<file path="src/rtl/led_stretch_pkg.sv">
// Shared types and helpers for the LED pulse stretcher: one-hot channel state
// and the timer width derived from the longer of the two durations.
package led_stretch_pkg;

    typedef enum logic [2:0] {
        S_IDLE = 3'b001,
        S_ON   = 3'b010,
        S_GAP  = 3'b100
    } state_t;

    function automatic int timer_width(input int on_cycles, input int gap_cycles);
        int longest;
        longest = (on_cycles > gap_cycles) ? on_cycles : gap_cycles;
        return (longest > 1) ? $clog2(longest) : 1;
    endfunction

endpackage

</file>
<file path="src/rtl/led_stretch_channel.sv">
// One LED stretch channel: IDLE/ON/GAP FSM, saturating timer and, when
// LED_STRETCH_QUEUE_EN is defined, a saturating pending-event counter.
module led_stretch_channel
    import led_stretch_pkg::*;
#(
    parameter int ON_CYCLES  = 10_000_000,
    parameter int GAP_CYCLES = 5_000_000,
    parameter int QDEPTH_W   = 4
) (
    input  logic i_clk,
    input  logic i_rst,
    input  logic i_pulse,
    output logic o_led,
    output logic o_busy,
    output logic o_overflow
);

    localparam int            TW       = timer_width(ON_CYCLES, GAP_CYCLES);
    localparam logic [TW-1:0] ON_LAST  = TW'(ON_CYCLES - 1);
    localparam logic [TW-1:0] GAP_LAST = TW'(GAP_CYCLES - 1);

    state_t        r_state, w_state_next;
    logic [TW-1:0] r_timer, w_timer_next;
    logic          r_overflow, w_overflow_next;
    logic          w_enq, w_deq, w_has_pending;

    always_comb begin
        w_state_next = r_state;
        w_timer_next = (r_state != S_IDLE && r_timer != '1) ? r_timer + 1'b1 : r_timer;
        w_enq        = 1'b0;
        w_deq        = 1'b0;
        case (r_state)
            S_IDLE: begin
                if (i_pulse || w_has_pending) begin
                    w_state_next = S_ON;
                    w_timer_next = '0;
                    w_deq        = !i_pulse;
                end
            end
            S_ON: begin
                w_enq = i_pulse;
                if (r_timer == ON_LAST) begin
                    w_state_next = S_GAP;
                    w_timer_next = '0;
                end
            end
            S_GAP: begin
                if (r_timer == GAP_LAST) begin
                    w_timer_next = '0;
                    if (w_has_pending) begin
                        // Replay one queued event; a new arrival this cycle takes its slot.
                        w_state_next = S_ON;
                        w_deq        = 1'b1;
                        w_enq        = i_pulse;
                    end else if (i_pulse) begin
                        w_state_next = S_ON;
                    end else begin
                        w_state_next = S_IDLE;
                    end
                end else begin
                    w_enq = i_pulse;
                end
            end
            default: begin
                w_state_next = S_IDLE;
                w_timer_next = '0;
            end
        endcase
    end

`ifdef LED_STRETCH_QUEUE_EN
    localparam logic [QDEPTH_W-1:0] Q_MAX = '1;

    logic [QDEPTH_W-1:0] r_pending;
    logic                w_q_full;

    assign w_q_full        = (r_pending == Q_MAX);
    assign w_has_pending   = (r_pending != '0);
    assign w_overflow_next = w_enq && !w_deq && w_q_full;

    always_ff @(posedge i_clk or posedge i_rst) begin
        if (i_rst) begin
            r_pending <= '0;
        end else if (w_enq && !w_deq && !w_q_full) begin
            r_pending <= r_pending + 1'b1;
        end else if (w_deq && !w_enq) begin
            r_pending <= r_pending - 1'b1;
        end
    end
`else
    logic w_unused;

    assign w_unused        = w_deq ^ 1'(QDEPTH_W);
    assign w_has_pending   = 1'b0;
    assign w_overflow_next = w_enq;
`endif

    always_ff @(posedge i_clk or posedge i_rst) begin
        if (i_rst) begin
            r_state    <= S_IDLE;
            r_timer    <= '0;
            r_overflow <= 1'b0;
        end else begin
            r_state    <= w_state_next;
            r_timer    <= w_timer_next;
            r_overflow <= w_overflow_next;
        end
    end

    // The ON bit of the one-hot state register drives the LED directly.
    assign o_led      = r_state[1];
    assign o_busy     = (r_state != S_IDLE) || w_has_pending;
    assign o_overflow = r_overflow;

endmodule

</file>
<file path="src/rtl/led_pulse_stretch.sv">
// Multi-channel LED pulse stretcher with optional output inversion.
// Event queuing is enabled by defining LED_STRETCH_QUEUE_EN.
module led_pulse_stretch #(
    parameter int CH             = 4,
    parameter int ON_CYCLES      = 10_000_000,
    parameter int GAP_CYCLES     = 5_000_000,
    parameter int QDEPTH_W       = 4,
    parameter bit LED_ACTIVE_LOW = 1'b0
) (
    input  logic          clk,
    input  logic          rst,
    input  logic [CH-1:0] pulse_in,
    output logic [CH-1:0] led_out,
    output logic [CH-1:0] busy,
    output logic [CH-1:0] overflow
);

    logic [CH-1:0] w_led;

    generate
        for (genvar gi = 0; gi < CH; gi++) begin : g_ch
            led_stretch_channel #(
                .ON_CYCLES (ON_CYCLES),
                .GAP_CYCLES(GAP_CYCLES),
                .QDEPTH_W  (QDEPTH_W)
            ) u_channel (
                .i_clk     (clk),
                .i_rst     (rst),
                .i_pulse   (pulse_in[gi]),
                .o_led     (w_led[gi]),
                .o_busy    (busy[gi]),
                .o_overflow(overflow[gi])
            );
        end
    endgenerate

    assign led_out = LED_ACTIVE_LOW ? ~w_led : w_led;

endmodule

</file>
<file path="config.mk">
export PLATFORM = sky130hd
export DESIGN_NAME = led_pulse_stretch
export DESIGN_NICKNAME = d
export VERILOG_FILES = /design/src/rtl/led_stretch_pkg.sv /design/src/rtl/led_stretch_channel.sv /design/src/rtl/led_pulse_stretch.sv
export SDC_FILE = /design/constraint.sdc
export NUM_CORES = 1
export LEC_CHECK = 0
export BUFFER_PORTS_ARGS = -buffer_cell sky130_fd_sc_hd__buf_2
export CELL_PAD_IN_SITES_DETAIL_PLACEMENT = 1
export CELL_PAD_IN_SITES_GLOBAL_PLACEMENT = 1
export CORE_UTILIZATION = 44
export CTS_CLUSTER_SIZE = 30
export DETAILED_ROUTE_END_ITERATION = 10
export PLACE_DENSITY_LB_ADDON = 0.1
export SYNTH_ARGS = -nofsm -noshare
export SYNTH_HDL_FRONTEND = slang
export SYNTH_SLANG_ARGS = --single-unit
</file>
<file path="constraint.sdc">
create_clock -name clk -period 3.3 [get_ports clk]
set_input_delay 0.33 -clock clk [delete_from_list [all_inputs] [get_ports clk]]
set_output_delay 0.33 -clock clk [all_outputs]
set_load 0.03 [all_outputs]
</file>
==> impl_summary.md <==
Logic synthesis
The most frequently used flop master after synthesis is dfrtp_1. The fraction of synthesis flops using an asynchronous set or reset pin is 1.000. The multiplexer area fraction after synthesis is 0.004750. The number of warning messages in the yosys log is 0.

The simple logic cell fraction of the synthesized area is 0.3159. The main combinational cell family by area after synthesis is simple AND/OR/NAND/NOR gates. Synthesis inferred 112 register bits.

The area share of fa/ha/maj cells after synthesis is 0.007916. The fraction of the mapped netlist area in compound gates came to 0.06729. Synthesis produced 694 cells. The synthesized net count is 704. The mapped cell area is 0.006322 mm^2. In this run the mean area of a mapped cell was 9.110 um^2. Of the synthesized area, sequential elements account for 0.4441.

Of the total synthesized cell area, the portion taken by XOR and XNOR cells is 0.1205. Yosys mapped a number of flops with a built-in enable equal to 0. The number of unique standard cell types used by synthesis is 56.

Route
The average wire per cell in the routed design is 16.81 um. The routed layout has 5038 vias. The length of the first detailed-routing pass in iterations is 4. The detailed router's first-iteration violation count is 214. The total detailed-routing wirelength is 14770 um. The per-cell via count in the routed design is 5.732.

Once detail routing completed, the nets flagged for antenna violations numbered 0. The post-detailed-route DRC marker count is 0.

Worst setup path
The master of the slowest instance on the critical path is nor4_2. For the worst flop-to-flop path, the logic depth is 7. In this design, the largest share of critical-path delay is due to simple AND/OR/NAND/NOR gates. The reg-to-reg setup timing slack is 0.85 ns.

The worst setup path is captured at a flip-flop. Of all nets on the critical path, the largest fanout is 23. In this run the number of cells on the critical path is 7. The critical path goes through ha_1, nor3b_1, nand3_1, nor4_2, o22a_1, o22a_2, nor2_1. The worst setup path is launched from a flip-flop.

The delay of the slowest critical-path stage is 0.48 ns. At the worst endpoint, the arrival time is 2.68 ns. The critical path contains buffers and inverters numbering 0 combined.

The critical path data required time is 3.53 ns. The worst setup path is of the reg -> reg kind.

Clock tree
The clock tree root driver cell is clkbuf_16. The post-CTS setup buffer count is 0. The post-cts gate resize count is 0. The clock insertion delay at the later pin of the skew report is 0.36 ns. Clock-pin slew was measured on the worst setup and hold paths at 0.08 ns. The number of buffers on the longest clock path is 2.

In this run, CTS created clock tree buffers numbering 9. The total clock sinks is 112. The total number of H-tree levels is 3.

The TritonCTS clock tree is built.

Die
The area inside the core boundary is 0.01393 mm^2. The area enclosed by the die boundary is 0.01485 mm^2. The starting density of the core is 0.4537. The number of I/O pins is 18. The height of the chip is 121.9 um.

After floorplanning, the core was divided into 43 placement rows. The chip width is 121.9 um.

Power
Of the total power, the share spent switching nets is 0.3065. The total power density per cell area is 477.0 mW/mm^2. The worst voltage drop across the vdd grid is 0.2399 mV.

The leakage component of the power is 2.708 nW. Of the total power, registers draw 0.458. The design internal power is 2.258 mW. The power consumption is 3.256 mW. The share of total power dissipated in the clock network is 0.373. The total net switching power is 998.0 uW. The share of total power dissipated in combinational logic is 0.168.

Hold path
The path category of the worst min-delay check is in -> reg. The cell count of the worst hold path is 2.

Final layout
The total inserted antenna cells is 0. The fraction of final layout cells with drive strength greater than 1 is 0.08011. Excluding fillers, the count of instances in the completed layout stands at 879. The synthesis-to-finish area growth is 7.956%. The layout has 1619 filler cells. The count of nets after finishing is 704.

Place
The count of input and output buffers is 17. Including well taps, the total number of placed cells is 862. The routability congestion estimate from global placement is 0.8062.

After legalization and detailed placement, the total HPWL measured 10390 um.

Timing
The final period demand of the worst path is 2.446 ns. The tightest slew margin relative to the limit is 0.4997. Setup repair after global routing left no endpoint under its margin. The transition time at the pin with the least slew margin is 0.7470 ns. The setup TNS is 0 ns. The setup skew after layout is 0.007044 ns.

The number of pins with negative max-slew slack in the final report was 0. For this run, the top clock speed supported by timing is 408.9 MHz. The number of endpoints failing setup at the final stage is 0. The total count of hold-check failures in the final report is 0.

In the finished design, the share of the clock period the worst path needs comes to 0.7411.

Flow run
The number of maximum-capacitance constraint violations is 0.

Global routing
The total global routing track utilization is 0.2152. The maximum number of pins on one net before global-route repair is 57. The total global routing overflow is 0. The initial antenna violation count is 0. The via count of the first global-routing pass is 5123.

The first global-routing pass estimated 25360 um of wire.

Outcome
The flow ran to the end, and the final reports show no timing, DRC or antenna violations.
layer usage:
layer	wire length, um	share of wire	global-route usage	up-vias
li1	-	-	-	2431
met4	113	0.0076	0.04552	0
met2	7326	0.50	0.3651	39
met3	313	0.021	0.04494	9
met5	0	0	0	-
met1	7019	0.48	0.2816	2559
worst register-to-register path: stages, from the launching register on:
cell and delay, ns:
dfrtp_1 0.39, ha_1 0.29, nor3b_1 0.28, nand3_1 0.13, nor4_2 0.48, o22a_1 0.20
o22a_2 0.42, nor2_1 0.12
power groups by stage:
stage | clock network [mW] | logic (mW) | registers, mW
6_report | 1.22 | 0.548 | 1.49
5_1_grt | 1.30 | 0.604 | 1.51
4_1_cts | 1.25 | 0.554 | 1.49
3_5_place_dp | 0 | 0.551 | 1.52
3_3_place_gp | 0 | 0.535 | 1.51
2_1_floorplan | 0 | 0.495 | 1.48
logic make-up (layout without fill, tap and decap cells):
group	after synthesis	count (layout)
AOI/OAI and AO/OA	63	63
buffers and inverters	48	53
xor gates and xnor gates	87	87
muxes	3	3
DFF	112	112
adders and majority gates	4	4
and+or+nand+nor	377	377
flip-flops by register name, summed over array words and instances, names as in the netlist:
name,cells
g_ch.u_channel.r_timer,96
g_ch.u_channel.r_state,12
g_ch.u_channel.o_overflow,4
final timing paths:
path,from,end
min in group asynchronous,rst,g_ch[0].u_channel.r_timer[2]
max in group asynchronous,rst,g_ch[3].u_channel.r_state[0]
hold reg to reg,g_ch[0].u_channel.r_state[0],g_ch[0].u_channel.r_state[2]
setup reg to reg,g_ch[2].u_channel.r_timer[0],g_ch[2].u_channel.r_timer[8]
hold / removal,pulse_in[1],g_ch[1].u_channel.o_overflow
setup / recovery,g_ch[2].u_channel.r_timer[0],g_ch[2].u_channel.r_timer[8]
synthesized netlist by cell type (all sizes together) (4+ instances only):
cell	n	share of area
nand3	58	0.046
dfrtp	108	0.43
o22a	5	0.0073
o31ai	4	0.0069
a31oi	4	0.0040
nand2	34	0.021
buf	24	0.025
inv	14	0.0083
nand2b	11	0.011
o21ai	14	0.011
o22ai	4	0.0040
nor4	4	0.0049
nor3b	4	0.0047
nand4	36	0.036
nand4b	5	0.0069
and3	20	0.020
and4	17	0.024
nor3	20	0.017
a21oi	15	0.012
dfstp	4	0.017
nor2	126	0.075
xnor2	31	0.043
nor2b	5	0.0049
nor4b	6	0.0083
and2	11	0.011
xor2	56	0.078
clkbuf	10	0.0059
ha	4	0.0079
through the flow:
step	util	hold slack (ns)	area, um^2	setup WS [ns]
2_1_floorplan	-	0.4598	6322	0.01761
3_3_place_gp	0.4656	0.3267	6487	0.9702
3_5_place_dp	0.4656	0.3405	6487	0.8681
4_1_cts	0.4898	0.2396	6825	0.8483
5_1_grt	0.4898	0.2393	6825	0.6568
6_report	0.4898	0.2479	6825	0.8544
layout by cell type, fill, tap and decap left out, types with 3 or more instances in the layout:
| master | Yosys | layout |
|---|---|---|
| nor2b_1 | 5 | 5 |
| nor4_1 | 3 | 3 |
| a211oi_1 | 3 | 3 |
| nand3b_1 | 3 | 3 |
| nand2b_1 | 11 | 11 |
| buf_4 | 16 | 4 |
| and3_1 | 20 | 20 |
| nor2_1 | 126 | 126 |
| dfrtp_1 | 108 | 108 |
| xnor2_1 | 31 | 31 |
| xor2_1 | 56 | 56 |
| o22ai_1 | 4 | 4 |
| inv_1 | 14 | 13 |
| nand2_1 | 33 | 33 |
| and2_1 | 11 | 11 |
| mux2i_1 | 3 | 3 |
| nor3b_1 | 4 | 4 |
| nor3_1 | 19 | 19 |
| nand4b_1 | 5 | 5 |
| o21ai_0 | 14 | 14 |
| or2_2 | 3 | 3 |
| a31oi_1 | 4 | 4 |
| o22a_1 | 3 | 3 |
| nand4_1 | 36 | 36 |
| ha_1 | 4 | 4 |
| a21boi_0 | 3 | 3 |
| o21a_1 | 3 | 3 |
| dfstp_2 | 4 | 4 |
| buf_2 | 8 | 17 |
| a21oi_1 | 15 | 15 |
| and4_1 | 17 | 17 |
| nor4b_1 | 6 | 6 |
| o31ai_1 | 3 | 3 |
| clkbuf_16 | 0 | 9 |
| nand3_1 | 58 | 58 |
cell type report:
type	count	area (um^2)	share of cell area
Clock inverter	7	102.6	0.01503
Inverter	14	55.05	0.008066
Sequential cell	112	2808	0.4114
Multi-Input combinational cell	534	3264	0.4783
Timing Repair Buffer	23	145.1	0.02126
Tap cell	180	225.2	0.03300
Clock buffer	9	225.2	0.03300
timing repair:
item | in CTS | in global routing
endpoints found under the hold margin | 23 | 0
setup endpoints to repair | 0 | 0
hold buffers | 1 | 0
Note: power is estimated with default switching activity, not from simulation.
